--- config.mk ---
export PLATFORM = sky130hd
export DESIGN_NAME = dm_bus_ctrl
export DESIGN_NICKNAME = d
export VERILOG_FILES = /design/src/rtl/dm_bus_ctrl_pkg.sv /design/src/rtl/dm_bus_ctrl_load_ext.sv /design/src/rtl/dm_bus_ctrl.sv
export SDC_FILE = /design/constraint.sdc
export NUM_CORES = 1
export LEC_CHECK = 0
export CAP_MARGIN = 20
export CORE_MARGIN = 3
export CORE_UTILIZATION = 34
export CTS_BUF_LIST = sky130_fd_sc_hd__clkbuf_16
export CTS_CLUSTER_DIAMETER = 150
export CTS_CLUSTER_SIZE = 24
export DETAILED_ROUTE_END_ITERATION = 8
export SYNTH_ARGS = -nofsm -noshare
export SYNTH_HDL_FRONTEND = slang
export SYNTH_HIERARCHICAL = 1
export SYNTH_SLANG_ARGS = --single-unit
--- constraint.sdc ---
create_clock -name clk -period 10.3 [get_ports clk]
set_input_delay 1.03 -clock clk [delete_from_list [all_inputs] [get_ports clk]]
set_output_delay 1.03 -clock clk [all_outputs]
set_load 0.03 [all_outputs]
--- src/rtl/dm_bus_ctrl_pkg.sv ---
// Shared codes and state encoding for the MEM-stage data-memory bus controller.
package dm_bus_ctrl_pkg;

  // Load type codes
  localparam logic [2:0] LOAD_LW  = 3'b000;
  localparam logic [2:0] LOAD_LH  = 3'b001;
  localparam logic [2:0] LOAD_LHU = 3'b010;
  localparam logic [2:0] LOAD_LB  = 3'b011;
  localparam logic [2:0] LOAD_LBU = 3'b100;

  // Store type codes
  localparam logic [2:0] STORE_SW   = 3'b000;
  localparam logic [2:0] STORE_SH   = 3'b001;
  localparam logic [2:0] STORE_SB   = 3'b010;
  localparam logic [2:0] STORE_PC8  = 3'b011;
  localparam logic [2:0] STORE_NONE = 3'b111;

  // Exception codes reported to the pipeline
  localparam logic [4:0] EXC_NONE = 5'd0;
  localparam logic [4:0] EXC_ADEL = 5'd4;
  localparam logic [4:0] EXC_ADES = 5'd5;
  localparam logic [4:0] EXC_DBE  = 5'd7;

  typedef enum logic [1:0] {
    IDLE = 2'd0,
    REQ  = 2'd1,
    DONE = 2'd2
  } state_t;

  // Sign- or zero-extend a 16-bit value to 32 bits
  function automatic logic [31:0] ext16(input logic [15:0] v, input logic sgn);
    return {{16{sgn & v[15]}}, v};
  endfunction

  // Sign- or zero-extend an 8-bit value to 32 bits
  function automatic logic [31:0] ext8(input logic [7:0] v, input logic sgn);
    return {{24{sgn & v[7]}}, v};
  endfunction

endpackage

--- src/rtl/dm_bus_ctrl_load_ext.sv ---
// Selects the addressed byte/halfword of a read word and extends it for WB.
module dm_bus_ctrl_load_ext
  import dm_bus_ctrl_pkg::*;
(
  input  logic [2:0]  load_type,
  input  logic [1:0]  offset,
  input  logic [31:0] word,
  output logic [31:0] result
);

  logic [15:0] half_v;
  logic [7:0]  byte_v;

  // Lane selection followed by extension according to the load type
  always_comb begin
    half_v = offset[1] ? word[31:16] : word[15:0];
    case (offset)
      2'd0:    byte_v = word[7:0];
      2'd1:    byte_v = word[15:8];
      2'd2:    byte_v = word[23:16];
      2'd3:    byte_v = word[31:24];
      default: byte_v = 8'h00;
    endcase
    case (load_type)
      LOAD_LW:  result = word;
      LOAD_LH:  result = ext16(half_v, 1'b1);
      LOAD_LHU: result = ext16(half_v, 1'b0);
      LOAD_LB:  result = ext8(byte_v, 1'b1);
      LOAD_LBU: result = ext8(byte_v, 1'b0);
      default:  result = 32'h0000_0000;
    endcase
  end

endmodule

--- src/rtl/dm_bus_ctrl.sv ---
// MEM-stage data-memory controller: runs loads/stores as req/ack bus
// transactions, stalls the pipeline while busy, extends load data and
// reports misalignment (AdEL/AdES) and bus timeout (DBE).
module dm_bus_ctrl
  import dm_bus_ctrl_pkg::*;
#(
  parameter int TIMEOUT = 255,
  parameter int TO_W    = 8
) (
  input  logic        clk,
  input  logic        reset,
  input  logic        mem_valid,
  input  logic        mem_load,
  input  logic [2:0]  load_type,
  input  logic [2:0]  store_type,
  input  logic [31:0] addr,
  input  logic [3:0]  byteen,
  input  logic [31:0] wdata,
  output logic        stall,
  output logic [31:0] rdata,
  output logic        rdata_valid,
  output logic [4:0]  exc_code,
  output logic        bus_req,
  output logic        bus_we,
  output logic [31:0] bus_addr,
  output logic [3:0]  bus_byteen,
  output logic [31:0] bus_wdata,
  input  logic        bus_ack,
  input  logic [31:0] bus_rdata
);

  localparam logic [TO_W-1:0] COUNT_LAST = TO_W'(TIMEOUT - 1);

  state_t          state;
  logic [TO_W-1:0] count;
  logic [2:0]      lt_q;
  logic [1:0]      off_q;
  logic            load_q;
  logic [4:0]      exc_q;

  logic            adel;
  logic            ades;
  logic            start;
  logic [31:0]     ext_word;

  // Alignment check of the access presented in IDLE (loads only when mem_load)
  always_comb begin
    adel = 1'b0;
    ades = 1'b0;
    if (!reset && state == IDLE && mem_valid) begin
      if (mem_load) begin
        case (load_type)
          LOAD_LW:           adel = (addr[1:0] != 2'b00);
          LOAD_LH, LOAD_LHU: adel = addr[0];
          default:           adel = 1'b0;
        endcase
      end else begin
        case (store_type)
          STORE_SW: ades = (addr[1:0] != 2'b00);
          STORE_SH: ades = addr[0];
          default:  ades = 1'b0;
        endcase
      end
    end else begin
      adel = 1'b0;
      ades = 1'b0;
    end
  end

  // Reset is folded in so stall drops the instant reset asserts
  assign start = !reset && (state == IDLE) && mem_valid && !adel && !ades &&
                 (mem_load || (byteen != 4'b0000));

  assign stall = start || (state == REQ);

  // Misalignment is reported in the cycle it is seen; otherwise the latched code
  assign exc_code = (state == IDLE) ? (adel ? EXC_ADEL : (ades ? EXC_ADES : EXC_NONE))
                                    : exc_q;

  dm_bus_ctrl_load_ext u_load_ext (
    .load_type (lt_q),
    .offset    (off_q),
    .word      (bus_rdata),
    .result    (ext_word)
  );

  // Transaction FSM with registered bus and result outputs
  always_ff @(posedge clk or posedge reset) begin
    if (reset) begin
      state       <= IDLE;
      count       <= '0;
      lt_q        <= 3'b000;
      off_q       <= 2'b00;
      load_q      <= 1'b0;
      exc_q       <= EXC_NONE;
      bus_req     <= 1'b0;
      bus_we      <= 1'b0;
      bus_addr    <= 32'h0000_0000;
      bus_byteen  <= 4'b0000;
      bus_wdata   <= 32'h0000_0000;
      rdata       <= 32'h0000_0000;
      rdata_valid <= 1'b0;
    end else begin
      rdata_valid <= 1'b0;
      case (state)
        IDLE: begin
          if (start) begin
            state      <= REQ;
            bus_req    <= 1'b1;
            bus_we     <= !mem_load;
            bus_addr   <= {addr[31:2], 2'b00};
            bus_byteen <= mem_load ? 4'b0000 : byteen;
            bus_wdata  <= wdata;
            lt_q       <= load_type;
            off_q      <= addr[1:0];
            load_q     <= mem_load;
            count      <= '0;
            exc_q      <= EXC_NONE;
          end else begin
            state <= IDLE;
          end
        end
        REQ: begin
          // An ack arriving together with the last allowed cycle still wins
          if (bus_ack) begin
            bus_req <= 1'b0;
            state   <= DONE;
            if (load_q) begin
              rdata       <= ext_word;
              rdata_valid <= 1'b1;
            end else begin
              rdata_valid <= 1'b0;
            end
          end else if (count == COUNT_LAST) begin
            bus_req     <= 1'b0;
            exc_q       <= EXC_DBE;
            rdata_valid <= load_q;
            state       <= DONE;
          end else begin
            count <= count + 1'b1;
          end
        end
        DONE: begin
          state <= IDLE;
        end
        default: begin
          state   <= IDLE;
          bus_req <= 1'b0;
        end
      endcase
    end
  end

endmodule

==> flow_metrics.tcl, run 1 <==
set metrics [dict create \
    fin_cells 892 \
    insertion_delay_ps 410 \
    cts_made_buffers 17 \
    critical_path_class "input pin to primary output" \
    cp_cell_sequence "clkdlybuf4s50_1 -> inv_4 -> nand4_2 -> nand4b_1 -> a21oi_1 -> clkdlybuf4s50_1" \
    ys_types 57 \
    post-route-period-util_pct 47.24 \
    worstMarginPinSlew_ps 847.7 \
    cap_violations 0 \
    powerDensity_nw_per_um2 271.9 \
    path_common_cell "clkdlybuf4s50_1" \
    rsz0062_at_grt "no" \
    slew_violations 0 \
    synth_edf_count 0 \
    wl_per_cell_um 18.41 \
    worst-path-max-fanout 56 \
    setup_ws_ps 5434 \
    worst-path-buf-inv 3 \
    grt_overflow_total 0 \
    dp_slack_ps 5370 \
    antenna_found_initial 0 \
    io_pins 220 \
    viasPerCell 4.948 \
    cp.arrival_ps 3840 \
    cts_max_level 4 \
    crit_path_end_kind "primary output" \
    hold_buffers 0 \
    synth.avg_cell_area_um2 13.27 \
    seq_area_frac_synth_pct 49.67 \
    tritoncts "built" \
    p_clk_share_pct 27.3 \
    gp_congestion 0.8450 \
    detailed_place_hpwl_um 11970 \
    timing.fmax_mhz 205.5 \
    p_leak_nw 3.803 \
    comb_power_share_pct 41.7 \
    firstDrtPassIters 4 \
    slowest_stage "clkdlybuf4s50_1" \
    n_antenna_cell 0 \
    place_inst 859 \
    synth_ff_type "dfrtp_1" \
    dieArea_um2 19110 \
    path_delay_family "buffers and inverters" \
    postRouteAntennaNets 0 \
    async_flop_share_pct 100.0 \
    cts_resized 0 \
    ir_drop_uv 122.4 \
    cts_root_buffer "clkbuf_16" \
    final_cell_mix "clkdlybuf4s50_1, dfrtp_1, mux2_4" \
    p_sw_mw 0.8654 \
    syn_to_final_growth_pct 47.93 \
    cts_setup_buffers 0 \
    skew_ps 6.902 \
    grt_pass1_wl_um 26540 \
    grt_max_degree 65 \
    seqPwrFrac_pct 31.0 \
    status "completed" \
    critPathRequiredTime_ps 9270 \
    vias 4414 \
    die_w_um 138.2 \
    clock_sinks 118 \
    setup_viol 0 \
    layout.nets 772 \
    portBuffers 215 \
    fin_area_um2 8793 \
    grt_usage_pct 17.46 \
    routed_wl_um 16420 \
    initial_utilization_pct 35.34 \
    grt_pass1_vias 4773 \
    cpPeakStageDelay_ps 700 \
    synth_area_um2 5944 \
    ys_ff_latch 118 \
    layout-drive-gt1-share_pct 18.90 \
    p_int_mw 1.525 \
    start_kind "input pin" \
    drt_iter0_markers 197 \
    core_area_um2 16820 \
    placed_area_um2 8138 \
    syn-instance-count 448 \
    setup_tns_ps 0 \
    path_clk_slew_ps 50 \
    finalCriticalPeriod_ps 4866 \
    slew_headroom_pct 43.48 \
    clock_path_buffers 2 \
    final_common_cell "clkdlybuf4s50_1" \
    hold_violations 0 \
    switching_share_pct 36.20 \
    num_rows 47 \
    ys_warn_count 6 \
    drc_errors 0 \
    die_h_um 138.2 \
    hp-class "flop to flop" \
]
synth_stat cells (all sizes together) (4+ instances only):
master | n | area (um^2)
o22ai | 9 | 56.30
mux2i | 14 | 140.1
a31oi | 8 | 50.05
o21ai | 24 | 138.9
mux4 | 6 | 157.7
inv | 16 | 60.06
nor2 | 7 | 28.78
mux2 | 107 | 1415
a31o | 5 | 52.56
dfrtp | 118 | 2953
buf | 27 | 257.7
a21oi | 21 | 105.1
nand3 | 8 | 40.04
nand2 | 28 | 107.6
and2b | 6 | 45.04
nor3 | 4 | 20.02
through the flow:
| stage | power (mW) | hold slack (ps) | util [%] |
|---|---|---|---|
| after global routing | 2.510 | 511.1 | 52.28 |
| after detailed placement | 1.748 | 480.7 | 48.39 |
| final | 2.391 | 488.9 | 52.28 |
| after global placement | 1.734 | 477.3 | 48.39 |
| after floorplan | 1.350 | 463.0 | - |
| after CTS | 2.417 | 493.1 | 52.25 |
state kept, by name, indices dropped and copies added (netlist names):
signal / count
bus_wdata: 32
exc_q: 1
lt_q: 3
state: 2
rdata: 32
rdata_valid: 1
bus_req: 1
load_q: 1
count: 8
off_q: 2
bus_byteen: 4
bus_we: 1
bus_addr: 30
worst paths after layout:
check	slack, ps	endpoint	cells past startpoint	startpoint
setup / recovery	5430	stall	6	reset
hold / removal	490	rdata[12]	1	rdata[12]
setup reg to reg	7500	bus_addr[31]	5	state[1]
hold reg to reg	490	rdata[12]	1	rdata[12]
max in group asynchronous	7860	bus_addr[16]	3	reset
min in group asynchronous	1080	bus_wdata[21]	2	reset
cell type report:
| type | instances | area (um^2) |
|---|---|---|
| fill | 1481 | 8025 |
| clock buffer | 17 | 425.4 |
| tap | 220 | 275.3 |
| multi-input combinational | 287 | 2673 |
| inverter | 16 | 62.56 |
| timing repair buffer | 219 | 2180 |
| sequential | 118 | 2953 |
| clock inverter | 15 | 225.2 |
worst register-to-register path: cells and delay by family (launching register included):
kind / cells / cell delay [ps]
and+or+nand+nor: 2 / 1010
buffers and inverters: 2 / 810
DFF: 1 / 450
muxes: 1 / 420
power by group through the flow:
| stage | sequential (mW) | combinational (mW) | clock (mW) |
|---|---|---|---|
| floorplan | 0.968 | 0.382 | 0 |
| global placement | 0.741 | 0.993 | 0 |
| detailed placement | 0.743 | 1.00 | 0 |
| CTS | 0.743 | 1.01 | 0.669 |
| global route | 0.764 | 1.05 | 0.695 |
| finish | 0.742 | 0.996 | 0.653 |
metal layers:
layer	wire length (um)	global-route usage (%)
met1	7171	22.93
met2	7573	26.59
met3	1342	6.319
met4	335	6.500
met5	0	0
kinds of logic after synthesis:
family	Yosys count	share of synthesized area, %
muxes	127	28.81
DFF	118	49.67
AOI/OAI and AO/OA	80	8.525
and+or+nand+nor	73	6.799
buffers and inverters	46	5.557
adders and majority gates	2	0.4209
other	1	0.06308
xor gates and xnor gates	1	0.1474
(Power assumes the default switching activity.)
==> run 2, diff against run 1 <==
- clock period: 10.3 -> 4.9 ns (I/O delays scaled with it)
==> run 2 against run 1 <==
  * Clock power grew 85%
  * Sequential power increased by 110%
  * Via count is 1.7% higher
  * Cell area down 0.60%
  * Worst setup slack worse by 3900 ps
  * First-iteration DRC count is 12% higher
  * Sequential share of layout area increased by 0.20 points
  * Largest cell class unchanged
  * Total power up 100%
  * Worst hold slack worse by 1.4 ps
  * Clock skew is 2.6 ps higher
  * Final cell count up 0.45%
  * Largest power group unchanged
==> flow_metrics.tcl, run 2 (synthesis gave the netlist of run 1 again) <==
set metrics [dict create \
    insertion_delay_ps 410 \
    place_inst 863 \
    postRouteAntennaNets 0 \
    cts_made_buffers 17 \
    rsz0062_at_grt "no" \
    setup_viol 0 \
    routed_wl_um 16710 \
    critical_path_class "input pin to primary output" \
    cts_max_level 4 \
    syn_to_final_growth_pct 47.04 \
    drc_errors 0 \
    skew_ps 9.550 \
    drt_iter0_markers 221 \
    placed_area_um2 8165 \
    worstReg2RegEnd "bus_addr[11]" \
    startpoint "mem_load" \
    gp_congestion 0.8305 \
    power.total_mw 4.866 \
    fin_area_um2 8741 \
    slew_violations 0 \
    regToRegStartpoint "state[0]" \
    busiest_layer "met2" \
    timing.fmax_mhz 298.7 \
    grt_max_degree 64 \
    hold_violations 0 \
    io_pins 220 \
    portBuffers 215 \
    hold_buffers 0 \
    dp_slack_ps 1539 \
    clock_path_buffers 2 \
    hold_path_end "rdata[16]" \
    timing.hold.ws_ps 487.5 \
    r2r_slack_ps 2310 \
    final_common_cell "clkdlybuf4s50_1" \
    p_leak_nw 3.777 \
    holdPathStages 1 \
    path_clk_slew_ps 60 \
    r2r_cells 5 \
    initial_utilization_pct 35.34 \
    hold_start "rdata[16]" \
    dieArea_um2 19110 \
    num_rows 47 \
    core_area_um2 16820 \
    clock_sinks 118 \
    cts_resized 0 \
    grt_usage_pct 17.59 \
    cap_violations 0 \
    slew_headroom_pct 43.57 \
    grt_overflow_total 0 \
    grt_pass1_wl_um 26710 \
    ir_drop_uv 288.5 \
    worst-path-max-fanout 11 \
    layout.nets 775 \
    post-route-period-util_pct 68.32 \
    fin_cells 896 \
    powerDensity_nw_per_um2 556.7 \
    cp.arrival_ps 2860 \
    wl_per_cell_um 18.65 \
    worstMarginPinSlew_ps 846.4 \
    hp-class "flop to flop" \
    met1_usage_pct 22.86 \
    finalCriticalPeriod_ps 3348 \
    setup_ws_ps 1552 \
    setup_tns_ps 0 \
    top_regs "bus_wdata x32, rdata x32, bus_addr x30" \
    layout-drive-gt1-share_pct 19.41 \
    viasPerCell 5.008 \
    status "completed" \
    cts_root_buffer "clkbuf_16" \
    use_met2_pct 27.39 \
    antenna_found_initial 1 \
    crit_path_end_kind "primary output" \
    critPathRequiredTime_ps 4410 \
    final_cell_mix "clkdlybuf4s50_1, dfrtp_1, mux2_4" \
    utilization_pct 51.97 \
    start_kind "input pin" \
    cts_setup_buffers 0 \
    vias 4487 \
    firstDrtPassIters 4 \
    detailed_place_hpwl_um 12240 \
    grt_pass1_vias 4727 \
    die_h_um 138.2 \
    tritoncts "built" \
    met3_usage_pct 6.388 \
    die_w_um 138.2 \
]
run 2: cell count changes in the layout (fill, tap and decap cells not counted), sizes merged:
cell      before  now
bufinv         5    1
buf            4    7
inv           18   21
clkinvlp       3    5
clkinv         5    4
diode          0    1
run 2: layer usage:
| layer | wire [um] | part of all wire, % | up-vias |
|---|---|---|---|
| li1 | - | - | 2046 |
| met1 | 7265 | 43 | 2220 |
| met2 | 7862 | 47 | 204 |
| met3 | 1337 | 8.0 | 17 |
| met4 | 249 | 1.5 | 0 |
| met5 | 0 | 0 | - |
run 2: report_power, final:
part / internal (mW) / switching [mW] / total, mW
sequential: 1.29 / 0.272 / 1.56
clock: 0.709 / 0.499 / 1.21
combinational: 1.01 / 1.08 / 2.09
run 2: worst max path at each step:
stage | end | cells after the start
after floorplan | exc_code[2] | 4
after global placement | stall | 6
after detailed placement | stall | 6
after CTS | stall | 6
after global routing | stall | 6
final | stall | 6
run 2: area by class of cell:
cell class                 instances  area, um^2
sequential                       118        2953
tap                              220       275.3
inverter                          16       62.56
clock buffer                      17       425.4
multi-input combinational        287        2673
clock inverter                    15       147.6
fill                            1462        8078
timing repair buffer             222        2202
antenna                            1       2.502
run 2: critical path, cell delays in order:
cell and delay [ps]:
clkdlybuf4s50_1 540, and2b_1 220, o21ai_1 130, nand4b_1 480
a21oi_1 290, clkdlybuf4s50_1 700
